===== src/rtl/spm_stream_port.sv =====
// Strided scratchpad stream port: moves `count` words between the scratchpad
// request/response bus and a valid/ready lane, in address-sequence order.
module spm_stream_port #(
    parameter int A_W        = 10,
    parameter int RD_LAT     = 2,
    parameter int FIFO_DEPTH = 4
) (
    input  logic           clk,
    input  logic           rst,
    input  logic           start,
    input  logic           mode,
    input  logic [A_W-1:0] base,
    input  logic [A_W-1:0] stride,
    input  logic [A_W-1:0] count,
    input  logic [1:0]     fifo_sel_cfg,
    output logic           busy,
    output logic           done,
    input  logic [31:0]    wr_data,
    input  logic           wr_valid,
    output logic           wr_ready,
    output logic [31:0]    rd_data,
    output logic           rd_valid,
    input  logic           rd_ready,
    output logic [46:0]    spm_req,
    input  logic [31:0]    spm_rsp
);

    localparam int PW = (FIFO_DEPTH > 1) ? $clog2(FIFO_DEPTH) : 1;
    localparam int CW = $clog2(FIFO_DEPTH + 1);

    typedef enum logic [1:0] {
        IDLE  = 2'd0,
        RUN   = 2'd1,
        DRAIN = 2'd2,
        DONE  = 2'd3
    } state_e;

    state_e          state_q;
    logic            mode_q;
    logic [A_W-1:0]  addr_q;
    logic [A_W-1:0]  stride_q;
    logic [A_W-1:0]  rem_q;
    logic [1:0]      fsel_q;
    logic [46:0]     req_q;
    logic            busy_q;
    logic            done_q;

    logic [RD_LAT-1:0] pipe_q;
    logic [31:0]       mem_q [FIFO_DEPTH];
    logic [PW-1:0]     wptr_q;
    logic [PW-1:0]     rptr_q;
    logic [CW-1:0]     occ_q;
    logic [CW-1:0]     occ_d;
    logic [CW-1:0]     cnt_q;
    logic [CW-1:0]     cnt_d;

    logic            wr_hs;
    logic            ld_issue;
    logic            push;
    logic            pop;
    logic            last_word;
    logic [9:0]      addr_field;

    // cnt_q counts loads issued but not yet popped, so it covers both the
    // in-flight reads and FIFO occupancy; a same-cycle pop frees one credit.
    always_comb begin
        wr_ready   = (state_q == RUN) && mode_q && (rem_q != '0);
        rd_valid   = (occ_q != '0);
        rd_data    = mem_q[rptr_q];
        wr_hs      = wr_ready && wr_valid;
        pop        = rd_valid && rd_ready;
        push       = pipe_q[RD_LAT-1];
        ld_issue   = (state_q == RUN) && !mode_q && (rem_q != '0) &&
                     ((cnt_q < CW'(FIFO_DEPTH)) || pop);
        last_word  = (rem_q == A_W'(1));
        addr_field = 10'(addr_q);
        occ_d      = occ_q + CW'(push) - CW'(pop);
        cnt_d      = cnt_q + CW'(ld_issue) - CW'(pop);
    end

    assign busy    = busy_q;
    assign done    = done_q;
    assign spm_req = req_q;

    always_ff @(posedge clk or negedge rst) begin
        if (!rst) begin
            state_q  <= IDLE;
            mode_q   <= 1'b0;
            addr_q   <= '0;
            stride_q <= '0;
            rem_q    <= '0;
            fsel_q   <= '0;
            req_q    <= '0;
            busy_q   <= 1'b0;
            done_q   <= 1'b0;
        end else begin
            req_q[44:43] <= 2'b00;
            done_q       <= 1'b0;
            case (state_q)
                IDLE: begin
                    if (start) begin
                        mode_q   <= mode;
                        addr_q   <= base;
                        stride_q <= stride;
                        rem_q    <= count;
                        fsel_q   <= fifo_sel_cfg;
                        if (count != '0) begin
                            state_q <= RUN;
                            busy_q  <= 1'b1;
                        end else begin
                            state_q <= DONE;
                            done_q  <= 1'b1;
                        end
                    end
                end
                RUN: begin
                    if (wr_hs || ld_issue) begin
                        req_q <= {fsel_q, wr_hs, ld_issue, 1'b0, addr_field,
                                  wr_hs ? wr_data : req_q[31:0]};
                        addr_q <= addr_q + stride_q;
                        rem_q  <= rem_q - A_W'(1);
                        if (last_word) begin
                            state_q <= DRAIN;
                        end
                    end
                end
                DRAIN: begin
                    if (mode_q || (cnt_q == '0)) begin
                        state_q <= DONE;
                        busy_q  <= 1'b0;
                        done_q  <= 1'b1;
                    end
                end
                DONE: begin
                    state_q <= IDLE;
                end
                default: begin
                    state_q <= IDLE;
                end
            endcase
        end
    end

    // pipe_q tracks outstanding reads so a response is captured exactly
    // RD_LAT cycles after its ren was on the bus; reset drops stale ones.
    always_ff @(posedge clk or negedge rst) begin
        if (!rst) begin
            pipe_q <= '0;
            wptr_q <= '0;
            rptr_q <= '0;
            occ_q  <= '0;
            cnt_q  <= '0;
            for (int unsigned i = 0; i < FIFO_DEPTH; i++) begin
                mem_q[i] <= '0;
            end
        end else begin
            pipe_q[0] <= req_q[43];
            for (int unsigned i = 1; i < RD_LAT; i++) begin
                pipe_q[i] <= pipe_q[i-1];
            end
            if (push) begin
                mem_q[wptr_q] <= spm_rsp;
                wptr_q <= (wptr_q == PW'(FIFO_DEPTH - 1)) ? '0 : wptr_q + PW'(1);
            end
            if (pop) begin
                rptr_q <= (rptr_q == PW'(FIFO_DEPTH - 1)) ? '0 : rptr_q + PW'(1);
            end
            occ_q <= occ_d;
            cnt_q <= cnt_d;
        end
    end

endmodule


===== config.mk =====
export PLATFORM = sky130hd
export DESIGN_NAME = spm_stream_port
export DESIGN_NICKNAME = d
export VERILOG_FILES = /design/src/rtl/spm_stream_port.sv
export SDC_FILE = /design/constraint.sdc
export NUM_CORES = 1
export LEC_CHECK = 0
export ABC_CLOCK_PERIOD_IN_PS = 5350
export CAP_MARGIN = 20
export CORE_ASPECT_RATIO = 1.2
export CORE_MARGIN = 3
export CORE_UTILIZATION = 55
export DETAILED_ROUTE_END_ITERATION = 16
export PLACE_DENSITY = 0.82
export SLEW_MARGIN = 20
export SYNTH_ARGS = -nofsm -noshare
export SYNTH_HDL_FRONTEND = slang
export SYNTH_SLANG_ARGS = --single-unit

===== constraint.sdc =====
create_clock -name clk -period 5.35 [get_ports clk]
set_input_delay 0.8025 -clock clk [delete_from_list [all_inputs] [get_ports clk]]
set_output_delay 0.8025 -clock clk [all_outputs]
set_load 0.03 [all_outputs]

**Yosys cells after proc, flatten, opt, wreduce, memory -nomap -nowiden**

Cells that the tools add are included.

- Bits in registers: 223
- Bits of input ports: 102
- Output and inout port bits: 83
- Logic and storage cells: 101

- Add/sub/neg operators: 8
- Magnitude comparators: 4
- Equality and inequality tests: 11
- Multiplexer cells: 31
- Bitwise operators: 2
- Reduce and logical (&&, ||, !) cells: 25

Operators by type and width:

| operator | count |
|---|---|
| bitwise mux 128 bit | 1 |
| 2-to-1 mux 32 bit | 4 |
| 2-to-1 mux 45 bit | 2 |
| binary-select mux 32 bit (select 2 bit) | 1 |
| demux 32 bit (select 2 bit) | 1 |
| 2-to-1 mux 10 bit | 4 |
| case mux 10 bit (2 select lines) | 2 |
| nonzero test 10 bit | 2 |
| 2-to-1 mux 2 bit | 7 |
| adder 10 bit | 1 |
| == test 10 x 1 -> 1 bit, second input constant | 1 |
| subtractor 10 x 1 -> 10 bit, second input constant | 1 |
| == test 2 bit, second input constant | 4 |
| logical AND 1 bit | 8 |
| inequality test 2 bit, second input constant | 4 |
| case mux 2 bit (4 select lines) | 1 |
| AND reduction 4 bit | 2 |
| adder 3 x 1 -> 3 bit | 2 |
| greater-or-equal comparator 3 bit, second input constant | 2 |
| 2-to-1 mux 1 bit | 6 |
| NOT 2 -> 3 bit | 2 |
| AND reduction 3 bit | 2 |
| subtractor 3 x 1 -> 3 bit | 2 |
| adder 2 x 1 -> 2 bit, second input constant | 2 |
| other kinds (12) | 17 |

**Logic depth before layout (Yosys ltp)**

Gate-level depths: netlist of the first run.

- Depth in word-level cells: 7
- Depth in mapped cells: 10
- Gate-level depth less buffers: 10

**Worst setup path after synthesis of the first run**

OpenSTA, ideal clock, no wires.

- Kind: reg-to-output
- From: register rem_q[0]
- To: output port wr_ready
- Data arrival time: 1,689 ps
- Data required time: 4,548 ps
- Path slack: 2,859 ps
- Stages on the path, launching flop included: 6
- Path buffers: 0
- Cell sequence: dfrtp_1 inv_1 ha_1 or3b_1 o31a_2 and2_1

- Cells in the longest elaborated chain, start to end: 2

Ends and longest elaborated chain:

| item | RTL line | source |
|---|---|---|
| from (decl) | 42 | `logic [A_W-1:0] rem_q;` |
| from (signal assigned) | 105 | `rem_q <= count;` |
| from (signal assigned) | 121 | `rem_q <= rem_q - A_W'(1);` |
| nonzero test 10 bit | 67 | `wr_ready = (state_q == RUN) && mode_q && (rem_q != '0);` |
| logical AND 1 bit | 67 |  |
| to (decl) | 20 | `output logic wr_ready,` |

No other way between the ends.

**Final worst setup path of the first run**

- From: register rptr_q[0]
- To: output port rd_data[0]

- Cells in the longest elaborated chain, start to end: 4

Ends and longest elaborated chain:

| item | RTL line | source |
|---|---|---|
| from (decl) | 51 | `logic [PW-1:0] rptr_q;` |
| from (signal assigned) | 166 | `rptr_q <= (rptr_q == PW'(FIFO_DEPTH - 1)) ? '0 : rptr_q + PW'(1);` |
| NOT 2 -> 3 bit (implied by the code) | 69 | `rd_data = mem_q[rptr_q];` |
| binary-select mux 32 bit (select 2 bit) | 69 |  |
| 2-to-1 mux 32 bit (implied by the code) (2 in a row) | 69 |  |
| to (decl) | 21 | `output logic [31:0] rd_data,` |

No other way between the ends. The select of a mux whose other input is x is not followed.

==> metrics.txt, run 1 <==
routed length on met2=11300 um; initial core utilization=56.8%; Hold Crit Class=register to register; Worst EP arrival=2.87 ns; Max VDD drop=0.494 mV; Clock Sinks=223; Die H=154 um; CTS H-tree lvls=1; antenna diode count=0; sequential share of power=34.0%; mapped cell area=0.0101 mm^2; CP required=4.55 ns; Skew-Pair Late Insertion Delay=0.49 ns; IO Pins=185; P_leak=5.56 nW; Sw Ratio=37.5%; std cell rows=53; CORE AREA=0.0178 mm^2; Final setup viols=0; status=completed; highest clock rate=0.273 GHz; RSZ-0062 raised after global routing=false; first drt pass iteration count=5; Max-Slew Margin vs Limit=34.6%; Die Width=130 um; hold_buf cts=0; fin. max-slew vios=0; DR iter-0 viols=305; Mean Syn Cell Area=13.1 um^2; DRT antenna net count=0; clock skew=0.00814 ns; Post-Syn Instances=772; Worst-path clk slew=0.06 ns; Internal=5.69 mW; Net Count, Synth=900; first-pass GRT wire length=36200 um; residual DRC count=0; clock share of power=17.3%; Total Routing Usage GR=22.2%; commonest non-fill, non-tap cell in the layout=dfrtp_1; power density over the cells=708 mW/mm^2; DP Area=0.0121 mm^2; crit path capture type=output port; fraction of layout instances using a drive strength above 1=24.9%; final hold vios=0; fin nets=1080; Hold Slack=0.356 ns; synth warn=0; fin area=0.0128 mm^2; initial antenna violation count=0; Synth-to-Final Area Change=27.3%; setup bufs post-CTS=0; Top FF cell, synth=dfrtp_1; wire length on met1=8980 um; DPL Wire Length=14900 um; CTS Buf Count=23; Yosys cell types=51; sum of negative setup slack=0 ns; most frequent cells in the layout=dfrtp_1 (222), clkdlybuf4s50_1 (182), mux2_2 (155); Max Cap Viol=0; P_sw=3.40 mW; WL/cell=18.4 um; routability congestion estimate=0.859; die area=0.0200 mm^2; CTS root buf=clkbuf_16; WL final=21800 um; CP startpoint kind=register; critical path type=register to output port; Seq/Total Area, Yosys=55.3%; vias in the first global route=7135; Worst Max-Slew Pin Slew=0.981 ns; Overflow after GRT=0; Clock Path Buffers=3; FFs w/ async S/R, synth=100%; DR top layer=met4; CP Max Fanout=21; fin crit period=3.67 ns; CTS tree=yes; # resized after CTS=0; flip-flop and latch count after synthesis=223; part of the power in combinational logic=48.7%; number of flops mapped to enable cells by yosys=0; routed wl met3=941 um; pin count of the biggest net entering global routing=130; crit share post-route=68.6%; Vias=6625; Vias/cell=5.60; Port Buffers=183
[metal layers]
layer	vias to the layer above	global-route usage [%]
li1	3105	-
met1	3304	29.5
met2	171	37.8
met3	45	3.32
met4	0	6.83
met5	-	0
[critical path, stage by stage, from the launching register on]
cell and delay [ns]:
dfrtp_2 0.79, buf_4 0.42, mux4_2 0.55, clkdlybuf4s50_1 0.60
[registers in the layout, indices dropped and copies added (netlist names)]
signal,cells
rptr_q,2
wptr_q,2
addr_field,10
rem_q,10
cnt_q,3
state_q,2
done,1
occ_q,3
fsel_q,2
mode_q,1
busy,1
spm_req,46
stride_q,10
mem_q,128
pipe_q,2
[synthesized netlist by cell type, types with 2 or more instances]
master / n / area (um^2)
a211oi_1: 3 / 22.5
a21o_1: 5 / 37.5
a21oi_1: 21 / 105
a21oi_2: 2 / 17.5
a22oi_1: 4 / 30.0
and2_1: 3 / 18.8
and4_1: 3 / 26.3
buf_1: 14 / 52.6
buf_2: 10 / 50.1
buf_4: 3 / 22.5
buf_6: 2 / 22.5
clkbuf_1: 7 / 26.3
dfrtp_1: 223 / 5580
fa_1: 3 / 60.1
ha_1: 23 / 288
inv_1: 17 / 63.8
mux2_2: 155 / 1750
mux2i_1: 7 / 70.1
mux4_2: 32 / 721
nand2_1: 122 / 458
nand3_1: 3 / 15.0
nand4_1: 2 / 12.5
nor2_1: 19 / 71.3
nor2b_1: 5 / 31.3
nor3_1: 7 / 35.0
nor4_1: 4 / 25.0
o211ai_1: 2 / 15.0
o21ai_0: 29 / 145
o21bai_1: 2 / 15.0
o22ai_1: 4 / 25.0
o41ai_1: 2 / 17.5
or2_2: 4 / 25.0
or3_1: 4 / 25.0
xnor2_1: 7 / 61.3
xor2_1: 3 / 26.3
[power groups by stage]
| stage | registers [mW] | logic [mW] | clock network, mW |
|---|---|---|---|
| floorplan | 3.23 | 2.88 | 0 |
| global placement | 3.08 | 4.33 | 0 |
| detailed placement | 3.11 | 4.45 | 0 |
| CTS | 3.09 | 4.48 | 1.62 |
| global route | 3.20 | 4.80 | 1.69 |
| finish | 3.09 | 4.43 | 1.57 |
[cell families after synthesis]
kind of cell / synth area share (%)
AO/OA/AOI/OAI: 5.14
XOR/XNOR: 0.868
adder cells (fa/ha/maj): 3.45
buffers and inverters: 2.43
flip-flops: 55.3
multiplexers: 25.1
other: 0.0372
AND/OR/NAND/NOR: 7.66
[layout make-up]
| cell class | count | area [um^2] |
|---|---|---|
| flip-flops and latches | 223 | 5580 |
| fillers | 1211 | 4930 |
| multi-input cells | 494 | 4270 |
| repair buffers | 191 | 1910 |
| clock buffers | 32 | 659 |
| well taps | 220 | 275 |
| clock inverters | 5 | 81.3 |
| inverters | 19 | 71.3 |
[worst paths after layout]
kind / startpoint / endpoint / cells past startpoint / slack, ns
min reg2reg: pipe_q[0]$_DFF_PN0_ / pipe_q[1]$_DFF_PN0_ / 0 / 0.36
max: rptr_q[0]$_DFFE_PN0P_ / rd_data[0] / 3 / 1.68
max in group asynchronous: rst / spm_req[14]$_DFFE_PN0P_ / 2 / 3.88
min: pipe_q[0]$_DFF_PN0_ / pipe_q[1]$_DFF_PN0_ / 0 / 0.36
min in group asynchronous: rst / mem_q[103]$_DFFE_PN0P_ / 1 / 0.40
max reg2reg: state_q[1]$_DFFE_PN0P_ / rem_q[8]$_DFFE_PN0P_ / 7 / 2.67
[per-stage QoR]
stage / power (mW) / util, % / worst slack [ns] / std cells
3_3_place_gp: 7.41 / 68.1 / 2.17 / 1147
2_1_floorplan: 6.10 / - / 2.86 / 772
3_5_place_dp: 7.56 / 68.1 / 2.13 / 1147
4_1_cts: 9.19 / 72.3 / 1.59 / 1184
6_report: 9.09 / 72.3 / 1.68 / 1184
5_1_grt: 9.69 / 72.3 / 1.47 / 1184
Note: power is estimated with default switching activity, not from simulation.
==> run 2, diff against run 1 <==
Settings changed: ABC_CLOCK_PERIOD_IN_PS 5350 to 3650, CORE_UTILIZATION 55 to 53, PLACE_DENSITY 0.82 to 0.8.
Clock period 5.35 ns to 3.65 ns, I/O delays scaled along.
==> run 2 against run 1 <==
Net effect:
- total power up 46%
- global-route usage down 1.1 points
- sequential power up 46%
- hold slack worse by 0.25 ns
- first-iteration DRC count down 12%
- via count unchanged
- largest power group unchanged
==> metrics.txt, run 2 (synthesized netlist as in run 1, its figures left out) <==
status=completed (unchanged); Hold Crit Class=primary input to asynchronous set/reset pin (was register to register); CORE AREA=0.0184 mm^2 (was 0.0178 mm^2); Max-Slew Margin vs Limit=43.2% (was 34.6%); Vias=6625 (unchanged); RSZ-0062 raised after global routing=false (unchanged); CTS tree=yes (unchanged); initial core utilization=54.7% (was 56.8%); Overflow after GRT=0 (unchanged); global routing usage on met2=37.7% (was 37.8%); antenna diode count=0 (unchanged); vias in the first global route=7025 (was 7135); max reg flops=128 (unchanged); routability congestion estimate=0.835 (was 0.859); WL final=21900 um (was 21800 um); final hold vios=0 (unchanged); P_leak=5.56 nW (about the same); DPL Wire Length=15000 um (was 14900 um); Die H=157 um (was 154 um); crit path capture type=output port (unchanged); fin area=0.0129 mm^2 (was 0.0128 mm^2); # resized after CTS=0 (unchanged); std cell rows=54 (was 53); Clock Sinks=223 (unchanged); clock skew=0.00945 ns (was 0.00814 ns); Port Buffers=183 (unchanged); die area=0.0207 mm^2 (was 0.0200 mm^2); CP required=3.10 ns (was 4.55 ns); DR iter-0 viols=269 (was 305); crit share post-route=91.0%; Max VDD drop=0.544 mV (was 0.494 mV); initial antenna violation count=1 (was 0); Worst EP arrival=2.77 ns (was 2.87 ns); CTS Buf Count=22 (was 23); WL/cell=18.0 um (was 18.4 um); overall power=13.2 mW (was 9.09 mW); setup bufs post-CTS=0 (unchanged); CTS root buf=clkbuf_16 (unchanged); fin nets=1083 (was 1080); hold_buf cts=0 (unchanged); IO Pins=185 (unchanged); critical path type=register to output port (unchanged); Clock Path Buffers=3 (unchanged); first drt pass iteration count=4 (was 5); sum of negative setup slack=0 ns (unchanged); Final setup viols=0 (unchanged); DRT antenna net count=0 (unchanged); Max Cap Viol=0 (unchanged); CP Max Fanout=5 (was 21); Total Routing Usage GR=21.1% (was 22.2%); CTS H-tree lvls=1 (unchanged); Vias/cell=5.43 (was 5.60); Die Width=132 um (was 130 um); CP startpoint kind=register (unchanged); DP Area=0.0122 mm^2 (was 0.0121 mm^2); most frequent cells in the layout=dfrtp_1 (222), clkdlybuf4s50_1 (182), mux2_2 (155) (unchanged); met3 usage=5.15% (was 3.32%); first-pass GRT wire length=35800 um (was 36200 um); Worst Max-Slew Pin Slew=0.849 ns (was 0.981 ns); commonest non-fill, non-tap cell in the layout=dfrtp_1 (unchanged); pin count of the biggest net entering global routing=107 (was 130); Skew-Pair Late Insertion Delay=0.49 ns (about the same); fillers=1323 (was 1211); M1 GR Usage=26.5% (was 29.5%); highest clock rate=0.301 GHz; residual DRC count=0 (unchanged); fin crit period=3.32 ns; fraction of layout instances using a drive strength above 1=24.8% (was 24.9%); Synth-to-Final Area Change=27.7% (was 27.3%); Worst-path clk slew=0.06 ns (about the same); power density over the cells=1030 mW/mm^2 (was 708 mW/mm^2); Most flops, register=mem_q (unchanged); Most Crowded Layer GR=met2 (unchanged); fin. max-slew vios=0 (unchanged)
-- run 2: cell types whose count changed in the layout (fill, tap and decap cells not counted), sizes merged --
cell | previous run | this run
clkbuf | 32 | 33
buf | 9 | 13
bufinv | 2 | 1
inv | 19 | 18
-- run 2: worst max-delay path, stage by stage, from the launching register on --
cell and delay, ns:
dfrtp_1 0.42, inv_1 0.09, ha_1 0.17, or3b_1 0.42, o31a_2 0.42, and2_1 0.18, clkdlybuf4s50_1 0.59
-- run 2: cell type report --
class	instances	area (um^2)	area share [%]
Clock buffer	33	643	4.99
Clock inverter	3	42.5	0.330
Inverter	19	71.3	0.553
Multi-Input combinational cell	494	4270	33.1
Sequential cell	223	5580	43.3
Tap cell	252	315	2.45
Timing Repair Buffer	195	1960	15.2
-- run 2: worst paths after layout --
path / slack (ns) / startpoint / depth (start not counted) / end
setup / recovery: 0.33 / rem_q[0]$_DFFE_PN0P_ / 6 / wr_ready
hold / removal: 0.10 / rst / 1 / mem_q[94]$_DFFE_PN0P_
setup reg to reg: 0.78 / rem_q[0]$_DFFE_PN0P_ / 8 / spm_req[20]$_DFFE_PN0P_
hold reg to reg: 0.35 / pipe_q[0]$_DFF_PN0_ / 0 / pipe_q[1]$_DFF_PN0_
max in group asynchronous: 2.66 / rst / 2 / mem_q[15]$_DFFE_PN0P_
min in group clk: 0.35 / pipe_q[0]$_DFF_PN0_ / 0 / pipe_q[1]$_DFF_PN0_
-- run 2: layer usage --
layer / vias up / routed length, um
li1: 3092 / -
met1: 3358 / 8990
met2: 148 / 11300
met3: 25 / 1290
met4: 2 / 306
met5: - / 20
-- run 2: power by group --
group          internal [mW]  switching [mW]  leakage (nW)  total [mW]
Clock                   1.28           0.906         0.331        2.19
Sequential              3.73           0.770          2.65        4.50
Combinational           3.24            3.31          2.57        6.56
Total                   8.25            4.99          5.56        13.2
-- run 2: stage by stage --
stage                     utilization [%]  setup WS (ns)  std cells  hold slack, ns
final                                69.9          0.328       1219           0.102
after global routing                 69.9          0.206       1219           0.151
after CTS                            69.9          0.308       1219           0.132
after detailed placement             66.1          0.771       1183           0.336
after global placement               66.1          0.859       1183           0.344
after floorplan                         -           1.20        772           0.252
==> run 3, diff against run 2 <==
Settings changed: CAP_MARGIN 20 to 0, PLACE_DENSITY 0.8 to 0.86.
==> run 3 against run 2 <==
Net effect:
- final cell count rose by 0.57%
- first-iteration DRC count fell by 3.3%
- worst setup slack got worse by 0.059 ns
- total power rose by 1.7%
- sequential power barely moved
- largest cell class unchanged
==> metrics.txt, run 3 (synthesized netlist as in run 1, its figures left out) <==
status=completed (unchanged); Vias=6738 (was 6625); initial core utilization=54.7% (unchanged); Hold Crit Class=primary input to asynchronous set/reset pin (unchanged); critical path type=register to output port (unchanged); pin count of the biggest net entering global routing=115 (was 107); RSZ-0062 raised after global routing=false (unchanged); CORE AREA=0.0184 mm^2 (unchanged); fin nets=1086 (was 1083); WL final=22200 um (was 21900 um); Total Routing Usage GR=21.2% (was 21.1%); crit path capture type=output port (unchanged); fin. max-slew vios=0 (unchanged); hold_buf cts=0 (unchanged); CTS root buf=clkbuf_16 (unchanged); fillers=1260 (was 1323); final hold vios=0 (unchanged); DRT antenna net count=0 (unchanged); Synth-to-Final Area Change=28.6% (was 27.7%); fin cells=1226 (was 1219); Worst Max-Slew Pin Slew=0.905 ns (was 0.849 ns); WL/cell=18.1 um (was 18.0 um); Vias/cell=5.50 (was 5.43); first drt pass iteration count=4 (unchanged); fraction of layout instances using a drive strength above 1=25.7% (was 24.8%); setup bufs post-CTS=0 (unchanged); CTS H-tree lvls=1 (unchanged); Die Width=132 um (unchanged); clock skew=0.0120 ns (was 0.00945 ns); CTS tree=yes (unchanged); fin crit period=3.38 ns (was 3.32 ns); overall power=13.5 mW (was 13.2 mW); std cell rows=54 (unchanged); commonest non-fill, non-tap cell in the layout=dfrtp_1 (unchanged); placed cells=1185 (was 1183); Die H=157 um (unchanged); highest clock rate=0.296 GHz (was 0.301 GHz); P_leak=5.61 nW (was 5.56 nW); Max-Slew Margin vs Limit=39.7% (was 43.2%); Port Buffers=183 (unchanged); residual DRC count=0 (unchanged); # resized after CTS=0 (unchanged); Max Cap Viol=0 (unchanged); CTS Buf Count=23 (was 22); DPL Wire Length=14900 um (was 15000 um); sum of negative setup slack=0 ns (unchanged); Clock Path Buffers=3 (unchanged); initial antenna violation count=1 (unchanged); Max VDD drop=0.640 mV (was 0.544 mV); vias in the first global route=7131 (was 7025); IO Pins=185 (unchanged); Clock Sinks=223 (unchanged); Skew-Pair Late Insertion Delay=0.51 ns (was 0.49 ns); DR iter-0 viols=260 (was 269); die area=0.0207 mm^2 (unchanged); Most flops, register=mem_q (unchanged); CP Max Fanout=5 (unchanged); Worst-path clk slew=0.06 ns (about the same); max reg flops=128 (unchanged); CP startpoint kind=register (unchanged); most frequent cells in the layout=dfrtp_1 (222), clkdlybuf4s50_1 (182), mux2_2 (155) (unchanged); Worst EP arrival=2.83 ns (was 2.77 ns); CP required=3.10 ns (about the same); routability congestion estimate=0.840 (was 0.835); Final setup viols=0 (unchanged); Overflow after GRT=0 (unchanged); footprint of the multi-input gates=0.00427 mm^2 (unchanged); crit share post-route=92.6% (was 91.0%); power density over the cells=1040 mW/mm^2 (was 1030 mW/mm^2); FF/Latch Area=0.00558 mm^2 (unchanged); first-pass GRT wire length=36400 um (was 35800 um); antenna diode count=0 (unchanged)
[run 3: cell count changes in the layout (fill, tap and decap cells not counted), sizes merged]
cell	previous run	this run
buf	13	15
clkinv	2	5
inv	18	19
clkinvlp	1	2
bufinv	1	3
clkbuf	33	31
[run 3: layout make-up]
type / instances / area share [%]
sequential: 223 / 43.0
clock inverter: 10 / 1.03
timing repair buffer: 197 / 15.2
tap: 252 / 2.43
multi-input combinational: 494 / 32.9
inverter: 19 / 0.549
clock buffer: 31 / 4.97
[run 3: final timing paths]
path                                      start                     to  slack (ns)  depth (start not counted)
min in group clk            pipe_q[0]$_DFF_PN0_    pipe_q[1]$_DFF_PN0_        0.35                          0
hold / removal                              rst  mem_q[71]$_DFFE_PN0P_        0.11                          1
setup reg to reg           rem_q[0]$_DFFE_PN0P_     cnt_q[1]$_DFF_PN0_        1.01                          9
hold reg to reg             pipe_q[0]$_DFF_PN0_    pipe_q[1]$_DFF_PN0_        0.35                          0
max in group asynchronous                   rst   rem_q[4]$_DFFE_PN0P_        2.64                          2
setup / recovery           rem_q[0]$_DFFE_PN0P_               wr_ready        0.27                          6
[run 3: power breakdown]
part	switching (mW)	total (mW)	internal [mW]
Clock	0.965	2.42	1.45
Combinational	3.28	6.52	3.25
Sequential	0.801	4.53	3.73
Total	5.04	13.5	8.43
[run 3: metal layers]
metal / part of all wire (%) / global-route usage, %
met5: 0.050 / 0
met4: 1.9 / 4.80
met3: 5.8 / 4.41
met2: 52 / 38.2
met1: 41 / 26.8
[run 3: metrics by stage]
stage | setup slack, ns | hold slack, ns | util [%] | area (um^2)
after floorplan | 1.20 | 0.252 | - | 10100
after global placement | 0.834 | 0.334 | 66.2 | 12200
after detailed placement | 0.803 | 0.336 | 66.2 | 12200
after CTS | 0.264 | 0.148 | 70.4 | 13000
after global routing | 0.141 | 0.173 | 70.4 | 13000
final | 0.269 | 0.113 | 70.4 | 13000
[run 3: critical path, cell delays in order, from the launching register on]
cell,delay (ns)
dfrtp_1,0.42
inv_1,0.10
ha_1,0.18
or3b_1,0.43
o31a_2,0.43
and2_1,0.18
clkdlybuf4s50_1,0.59
